### config.mk
export PLATFORM = sky130hd
export DESIGN_NAME = alu_arbiter
export DESIGN_NICKNAME = d
export VERILOG_FILES = /design/src/rtl/alu_arb_pkg.sv /design/src/rtl/rr_arb2.sv /design/src/rtl/alu_arbiter.sv
export SDC_FILE = /design/constraint.sdc
export NUM_CORES = 1
export LEC_CHECK = 0
export CAP_MARGIN = 20
export CORE_MARGIN = 1.5
export CORE_UTILIZATION = 31
export DETAILED_ROUTE_END_ITERATION = 12
export HOLD_SLACK_MARGIN = 0.03
export PLACE_DENSITY = 0.6
export RECOVER_POWER = 50
export SLEW_MARGIN = 20
export SYNTH_ARGS = -nofsm -noshare
export SYNTH_HDL_FRONTEND = slang
export SYNTH_SLANG_ARGS = --single-unit
### constraint.sdc
create_clock -name clk -period 1.4 [get_ports clk]
set_input_delay 0.14 -clock clk [delete_from_list [all_inputs] [get_ports clk]]
set_output_delay 0.14 -clock clk [all_outputs]
set_load 0.02 [all_outputs]
### src/rtl/alu_arb_pkg.sv
// Shared state type, ALU width and 74181 op encodings for alu_arbiter.
package alu_arb_pkg;

   typedef enum logic [1:0] {
      IDLE    = 2'b00,
      EXEC_LO = 2'b01,
      EXEC_HI = 2'b10,
      DONE    = 2'b11
   } arb_state_t;

   localparam int ALU_W = 16;

   localparam logic [3:0] OP_ADD_S    = 4'b1001;
   localparam logic       OP_ADD_M    = 1'b0;
   localparam logic       OP_ADD_CIL  = 1'b1;
   localparam logic [3:0] OP_SUB_S    = 4'b0110;
   localparam logic       OP_SUB_M    = 1'b0;
   localparam logic       OP_SUB_CIL  = 1'b0;
   localparam logic [3:0] OP_XOR_S    = 4'b0110;
   localparam logic       OP_XOR_M    = 1'b1;
   localparam logic [3:0] OP_PASS_A_S = 4'b1111;
   localparam logic       OP_PASS_A_M = 1'b1;

   function automatic logic [1:0] id_to_onehot(input logic id);
      return id ? 2'b10 : 2'b01;
   endfunction

endpackage

### src/rtl/rr_arb2.sv
// Two-way round-robin picker: combinational grant, pointer advanced on update.
module rr_arb2 #(
   parameter bit RR_RESET_PTR = 1'b0
) (
   input  logic       clk,
   input  logic       reset,
   input  logic [1:0] req,
   input  logic       update,
   output logic       grant_valid,
   output logic       grant_id
);

   logic rr_ptr_r;

   // A lone request always wins; the pointer only breaks ties.
   always_comb begin
      grant_valid = 1'b0;
      grant_id    = 1'b0;
      case (req)
         2'b01:   begin grant_valid = 1'b1; grant_id = 1'b0;     end
         2'b10:   begin grant_valid = 1'b1; grant_id = 1'b1;     end
         2'b11:   begin grant_valid = 1'b1; grant_id = rr_ptr_r; end
         default: begin grant_valid = 1'b0; grant_id = 1'b0;     end
      endcase
   end

   // Hand priority to the other requester after every grant.
   always_ff @(posedge clk) begin
      if (reset) begin
         rr_ptr_r <= RR_RESET_PTR;
      end else if (update) begin
         rr_ptr_r <= ~grant_id;
      end else begin
         rr_ptr_r <= rr_ptr_r;
      end
   end

endmodule

### src/rtl/alu_arbiter.sv
// Shares one 16-bit 74181-style ALU between two requesters; long ops take two chained passes.
// Optional saturating busy counter enabled by defining ALU_ARB_BUSY_STATS_EN.
module alu_arbiter
   import alu_arb_pkg::*;
#(
   parameter bit RR_RESET_PTR = 1'b0,
   parameter int STATS_W      = 16
) (
   input  logic               clk,
   input  logic               reset,
   input  logic [1:0]         req,
   input  logic [3:0]         op0_s,
   input  logic [3:0]         op1_s,
   input  logic               op0_m,
   input  logic               op1_m,
   input  logic               op0_cil,
   input  logic               op1_cil,
   input  logic               op0_long,
   input  logic               op1_long,
   input  logic [31:0]        op0_a,
   input  logic [31:0]        op0_b,
   input  logic [31:0]        op1_a,
   input  logic [31:0]        op1_b,
   output logic [1:0]         ack,
   output logic [31:0]        res,
   output logic               res_co,
   output logic               res_aeb,
   output logic [3:0]         alu_s,
   output logic               alu_m,
   output logic               alu_cil,
   output logic [ALU_W-1:0]   alu_a,
   output logic [ALU_W-1:0]   alu_b,
   input  logic [ALU_W-1:0]   alu_z,
   input  logic               alu_co,
   input  logic               alu_aeb,
   output logic [STATS_W-1:0] busy_count
);

   arb_state_t       state_r;
   logic             gid_r, long_r, carry_r, aeb_r;
   logic [ALU_W-1:0] a_hi_r, b_hi_r, res_lo_r;
   logic [1:0]       ack_r;
   logic [31:0]      res_r;
   logic             res_co_r, res_aeb_r;
   logic [3:0]       alu_s_r;
   logic             alu_m_r, alu_cil_r;
   logic [ALU_W-1:0] alu_a_r, alu_b_r;

   logic             gnt_valid_s, gnt_id_s, grant_s;
   logic [3:0]       sel_s_s;
   logic             sel_m_s, sel_cil_s, sel_long_s;
   logic [31:0]      sel_a_s, sel_b_s;

   assign grant_s = (state_r == IDLE) && gnt_valid_s;

   rr_arb2 #(.RR_RESET_PTR(RR_RESET_PTR)) u_rr (
      .clk         (clk),
      .reset       (reset),
      .req         (req),
      .update      (grant_s),
      .grant_valid (gnt_valid_s),
      .grant_id    (gnt_id_s)
   );

   // Operand set of whichever requester the picker selects.
   always_comb begin
      sel_s_s    = op0_s;
      sel_m_s    = op0_m;
      sel_cil_s  = op0_cil;
      sel_long_s = op0_long;
      sel_a_s    = op0_a;
      sel_b_s    = op0_b;
      if (gnt_id_s) begin
         sel_s_s    = op1_s;
         sel_m_s    = op1_m;
         sel_cil_s  = op1_cil;
         sel_long_s = op1_long;
         sel_a_s    = op1_a;
         sel_b_s    = op1_b;
      end else begin
         sel_s_s    = op0_s;
         sel_m_s    = op0_m;
         sel_cil_s  = op0_cil;
         sel_long_s = op0_long;
         sel_a_s    = op0_a;
         sel_b_s    = op0_b;
      end
   end

   // Sequencer: grant, low pass, optional high pass, then a one-cycle ack.
   always_ff @(posedge clk) begin
      if (reset) begin
         state_r   <= IDLE;
         gid_r     <= 1'b0;
         long_r    <= 1'b0;
         carry_r   <= 1'b1;
         aeb_r     <= 1'b0;
         a_hi_r    <= 16'h0000;
         b_hi_r    <= 16'h0000;
         res_lo_r  <= 16'h0000;
         ack_r     <= 2'b00;
         res_r     <= 32'h0000_0000;
         res_co_r  <= 1'b1;
         res_aeb_r <= 1'b0;
         alu_s_r   <= 4'b0000;
         alu_m_r   <= 1'b1;
         alu_cil_r <= 1'b1;
         alu_a_r   <= 16'h0000;
         alu_b_r   <= 16'h0000;
      end else begin
         case (state_r)
            IDLE: begin
               ack_r <= 2'b00;
               if (grant_s) begin
                  gid_r     <= gnt_id_s;
                  long_r    <= sel_long_s;
                  a_hi_r    <= sel_a_s[31:16];
                  b_hi_r    <= sel_b_s[31:16];
                  alu_s_r   <= sel_s_s;
                  alu_m_r   <= sel_m_s;
                  alu_cil_r <= sel_cil_s;
                  alu_a_r   <= sel_a_s[15:0];
                  alu_b_r   <= sel_b_s[15:0];
                  state_r   <= EXEC_LO;
               end else begin
                  state_r   <= IDLE;
               end
            end
            EXEC_LO: begin
               res_lo_r <= alu_z;
               carry_r  <= alu_co;
               aeb_r    <= alu_aeb;
               if (long_r) begin
                  // The low-pass carry is already active-low, so it chains straight in.
                  alu_cil_r <= alu_co;
                  alu_a_r   <= a_hi_r;
                  alu_b_r   <= b_hi_r;
                  state_r   <= EXEC_HI;
               end else begin
                  res_r     <= {16'h0000, alu_z};
                  res_co_r  <= alu_co;
                  res_aeb_r <= alu_aeb;
                  ack_r     <= id_to_onehot(gid_r);
                  state_r   <= DONE;
               end
            end
            EXEC_HI: begin
               carry_r   <= alu_co;
               aeb_r     <= aeb_r & alu_aeb;
               res_r     <= {alu_z, res_lo_r};
               res_co_r  <= alu_co;
               res_aeb_r <= aeb_r & alu_aeb;
               ack_r     <= id_to_onehot(gid_r);
               state_r   <= DONE;
            end
            DONE: begin
               ack_r   <= 2'b00;
               state_r <= IDLE;
            end
            default: begin
               ack_r   <= 2'b00;
               state_r <= IDLE;
            end
         endcase
      end
   end

   assign ack     = ack_r;
   assign res     = res_r;
   assign res_co  = res_co_r;
   assign res_aeb = res_aeb_r;
   assign alu_s   = alu_s_r;
   assign alu_m   = alu_m_r;
   assign alu_cil = alu_cil_r;
   assign alu_a   = alu_a_r;
   assign alu_b   = alu_b_r;

`ifdef ALU_ARB_BUSY_STATS_EN
   logic [STATS_W-1:0] busy_count_r;

   // Saturating count of cycles the ALU spends executing a pass.
   always_ff @(posedge clk) begin
      if (reset) begin
         busy_count_r <= {STATS_W{1'b0}};
      end else if (((state_r == EXEC_LO) || (state_r == EXEC_HI)) &&
                   (busy_count_r != {STATS_W{1'b1}})) begin
         busy_count_r <= busy_count_r + {{(STATS_W-1){1'b0}}, 1'b1};
      end else begin
         busy_count_r <= busy_count_r;
      end
   end

   assign busy_count = busy_count_r;
`else
   assign busy_count = {STATS_W{1'b0}};
`endif

endmodule

==> flow_summary_export.csv <==
group,metric,value,unit
outcome,status,"finished, violations left",
outcome,violations,"setup timing",
cells_and_area,drive_above_1_share,0.231,
placement,gp_congestion,0.781,
synthesis,syn_inst,676,
synthesis,yosysWarnings,0,
clocking,cts_buffer_depth,2,
synthesis,post_synth_num_cell_types,35,
pwr,leakage,4.02,nW
detailed_routing,drt_pass1_iterations,5,
clocking,cts_tree,"built",
synthesis,ys.flop_type,"dfxtp_1",
synthesis,syn_avg_cell_area,9.26,sq um
setup_path,r2r_start,"state_r[0]",
synthesis,yosysMostFrequentCell,"dfxtp_1",
timing,fin_setup_tns,-11.09,ns
min_path,holdPathStages,4,
synthesis,ys_seq_elements,128,
timing,fin_crit_sh,1.13,
timing,fin_skew,0.00685,ns
clocking,htreeDepth,4,
min_path,hold_path.class,"in -> reg",
floorplan,rows,51,
setup_path,crit_path_max_incr_delay,0.36,ns
flow_run,drv_cap,0,
pwr,p_per_area,1760,nW/um^2
setup_path,reg2reg_depth,9,
detailed_routing,routedWlPerCell,20.4,microns
timing,hold_viol_final,0,
clocking,clk_pin_slew,0.06,ns
timing,fmax,631,MHz
synthesis,async_flop_share,0,
min_path,worstHoldStart,"reset",
floorplan,fp.dieArea,21100,sq um
global_routing,grt_overflow,0,
setup_path,startpoint,"state_r[0]",
timing,layout_min_cycle_time,1.59,ns
cells_and_area,area_growth,72.8,%
synthesis,yosysSeqAreaShare,0.409,
clocking,cts.sinks,128,
detailed_routing,viasPerCell,5.61,
min_path,whs_endpoint,"alu_cil",
floorplan,start_util,0.319,
floorplan,fp.dieH,145,microns
synthesis,synth_common_cells,"dfxtp_1, a32oi_1, a211oi_1",
setup_path,cp_max_fo,5,
setup_path,crit_family,"buffers and inverters",
cells_and_area,num-nets-final,1097,
setup_path,cpMaxStageDelayCell,"dfxtp_4",
placement,io_buffers,237,
detailed_routing,routed_wl,24700,microns
floorplan,core-area,19700,sq um
global_routing,grt_pass1_vias,6625,
detailed_routing,num_vias,6793,
clocking,cts_buffers,17,
clocking,hold_buffers,0,
timing,whs,0.163,ns
setup_path,cp_num_buf_inv,5,
timing,rsz0062_at_grt,"true",
cells_and_area,fillers,1772,
detailed_routing,drcViolationCount,0,
timing,setup_viol,107,
synthesis,netlist.area_leader.share,0.409,
setup_path,crit_chain,"inv_4 -> buf_4 -> buf_6 -> ha_4 -> buf_8 -> nor2b_4 -> buf_6 -> nor3_2 -> a211oi_1",
synthesis,synth_edf_count,0,
setup_path,cp-end-kind,"flip-flop",
setup_path,worstPathRequired,1.73,ns
timing,worst_slack,-0.185,ns
floorplan,fp.dieW,145,microns
global_routing,grt_max_degree,94,
global_routing,antenna_found_initial,2,
clocking,cts_root_buf,"clkbuf_16",
setup_path,crit_top_cell,"buf_6",
synthesis,syn_area,6260,sq um
setup_path,reg2reg_slack,-0.19,ns
detailed_routing,final_antenna_net_count,0,
setup_path,arrival,1.92,ns
setup_path,crit_path_start_kind,"flip-flop",
clocking,insertion_delay,0.43,ns
setup_path,r2r_end,"res[4]",
global_routing,track_usage,0.227,
placement,hpwlAfterDp,16000,microns
pwr,ir_drop,1.07,mV
synthesis,yosysTopAreaCell,"dfxtp_1",
cells_and_area,fin_util,0.550,
floorplan,io_pins,254,
detailed_routing,first_iter_violations,379,
synthesis,synth.area.top_cells,"dfxtp_1, a32oi_1, a211oi_1",
setup_path,path_class,"reg -> reg",
global_routing,grt_pass1_wl,37700,microns
timing,slew_viol_final,0,
==> state kept, by name (all words and copies together) (netlist names), 2 cells and up <==
| name | flops |
|---|---|
| state_r | 2 |
| alu_s | 4 |
| b_hi_r | 16 |
| res | 32 |
| alu_b | 16 |
| ack | 2 |
| res_lo_r | 16 |
| alu_a | 16 |
| a_hi_r | 16 |
==> layout by cell type (no fill, tap or decap), drive strengths merged, types with 2 or more instances in the layout <==
| cell | instances |
|---|---|
| diode | 2 |
| and2 | 2 |
| o21ai | 3 |
| o211ai | 33 |
| nand3 | 45 |
| nor4b | 33 |
| ha | 3 |
| nor3 | 17 |
| a211oi | 50 |
| nand2 | 3 |
| clkinv | 7 |
| dlygate4sd2 | 74 |
| clkbuf | 18 |
| o31ai | 32 |
| o2111ai | 32 |
| bufinv | 2 |
| dfxtp | 128 |
| buf | 92 |
| a32oi | 54 |
| a21oi | 42 |
| conb | 16 |
| nor2b | 5 |
| clkdlybuf4s50 | 161 |
| nor2 | 34 |
| mux2i | 33 |
| inv | 11 |
| nand2b | 3 |
==> where the power goes <==
group	total (mW)	switching (mW)	internal [mW]
clock	4.55	1.87	2.68
combinational	9.36	4.85	4.50
sequential	5.18	0.594	4.59
total	19.1	7.32	11.8
==> metrics by stage <==
stage | worst slack (ns) | total power, mW | cell area (sq um) | std cells
2_1_floorplan | -0.0287 | 9.50 | 6410 | 691
3_3_place_gp | -0.263 | 13.0 | 9250 | 1146
3_5_place_dp | -0.284 | 13.0 | 9250 | 1146
4_1_cts | -0.168 | 18.4 | 10400 | 1205
5_1_grt | -0.293 | 20.0 | 10800 | 1210
6_report | -0.185 | 19.1 | 10800 | 1210
==> logic make-up after synthesis <==
| kind of cell | after synthesis | synth area share |
|---|---|---|
| AND/OR/NAND/NOR | 145 | 0.132 |
| other | 1 | 0.000599 |
| adder cells (fa/ha/maj) | 3 | 0.00600 |
| multiplexers | 34 | 0.0552 |
| flip-flops | 128 | 0.409 |
| AO/OA/AOI/OAI | 251 | 0.301 |
| buffers and inverters | 114 | 0.0953 |
==> worst max path at each step <==
stage                     endpoint  slack, ns  cells after the start
after global routing        res[4]      -0.29                      9
after floorplan           alu_a[0]      -0.03                      7
after detailed placement   alu_cil      -0.28                      6
final                       res[4]      -0.19                      9
after global placement    alu_b[9]      -0.26                      6
after CTS                 alu_b[3]      -0.17                      7
==> per-layer routing <==
layer | part of all wire | global-route usage | up-vias
met1 | 0.41 | 0.278 | 3258
met2 | 0.47 | 0.367 | 301
li1 | - | - | 3179
met5 | 0 | 0 | -
met4 | 0.030 | 0.0954 | 0
met3 | 0.089 | 0.0723 | 55
==> worst register-to-register path, cell delays in order (launching register included) <==
cell and delay, ns:
dfxtp_4 0.36, inv_4 0.06, buf_4 0.10, buf_6 0.09, ha_4 0.15, buf_8 0.11
nor2b_4 0.21, buf_6 0.18, nor3_2 0.06, a211oi_1 0.18
==> repair_timing <==
action / in CTS / in global routing
pin swaps: 69 / 39
resized for setup: 143 / 73
endpoints found under the setup margin: 174 / 118
setup buffers: 20 / 1
gates cloned: 9 / 2
==> area by class of cell <==
class | count | area [sq um] | area share
Antenna cell | 2 | 5.00 | 0.000463
Clock buffer | 17 | 425 | 0.0393
Clock inverter | 15 | 176 | 0.0163
Inverter | 5 | 26.3 | 0.00243
Multi-Input combinational cell | 449 | 3770 | 0.349
Sequential cell | 128 | 2570 | 0.237
Tap cell | 265 | 332 | 0.0306
Timing Repair Buffer | 329 | 3510 | 0.325
Power figures use the tool's default switching activity.
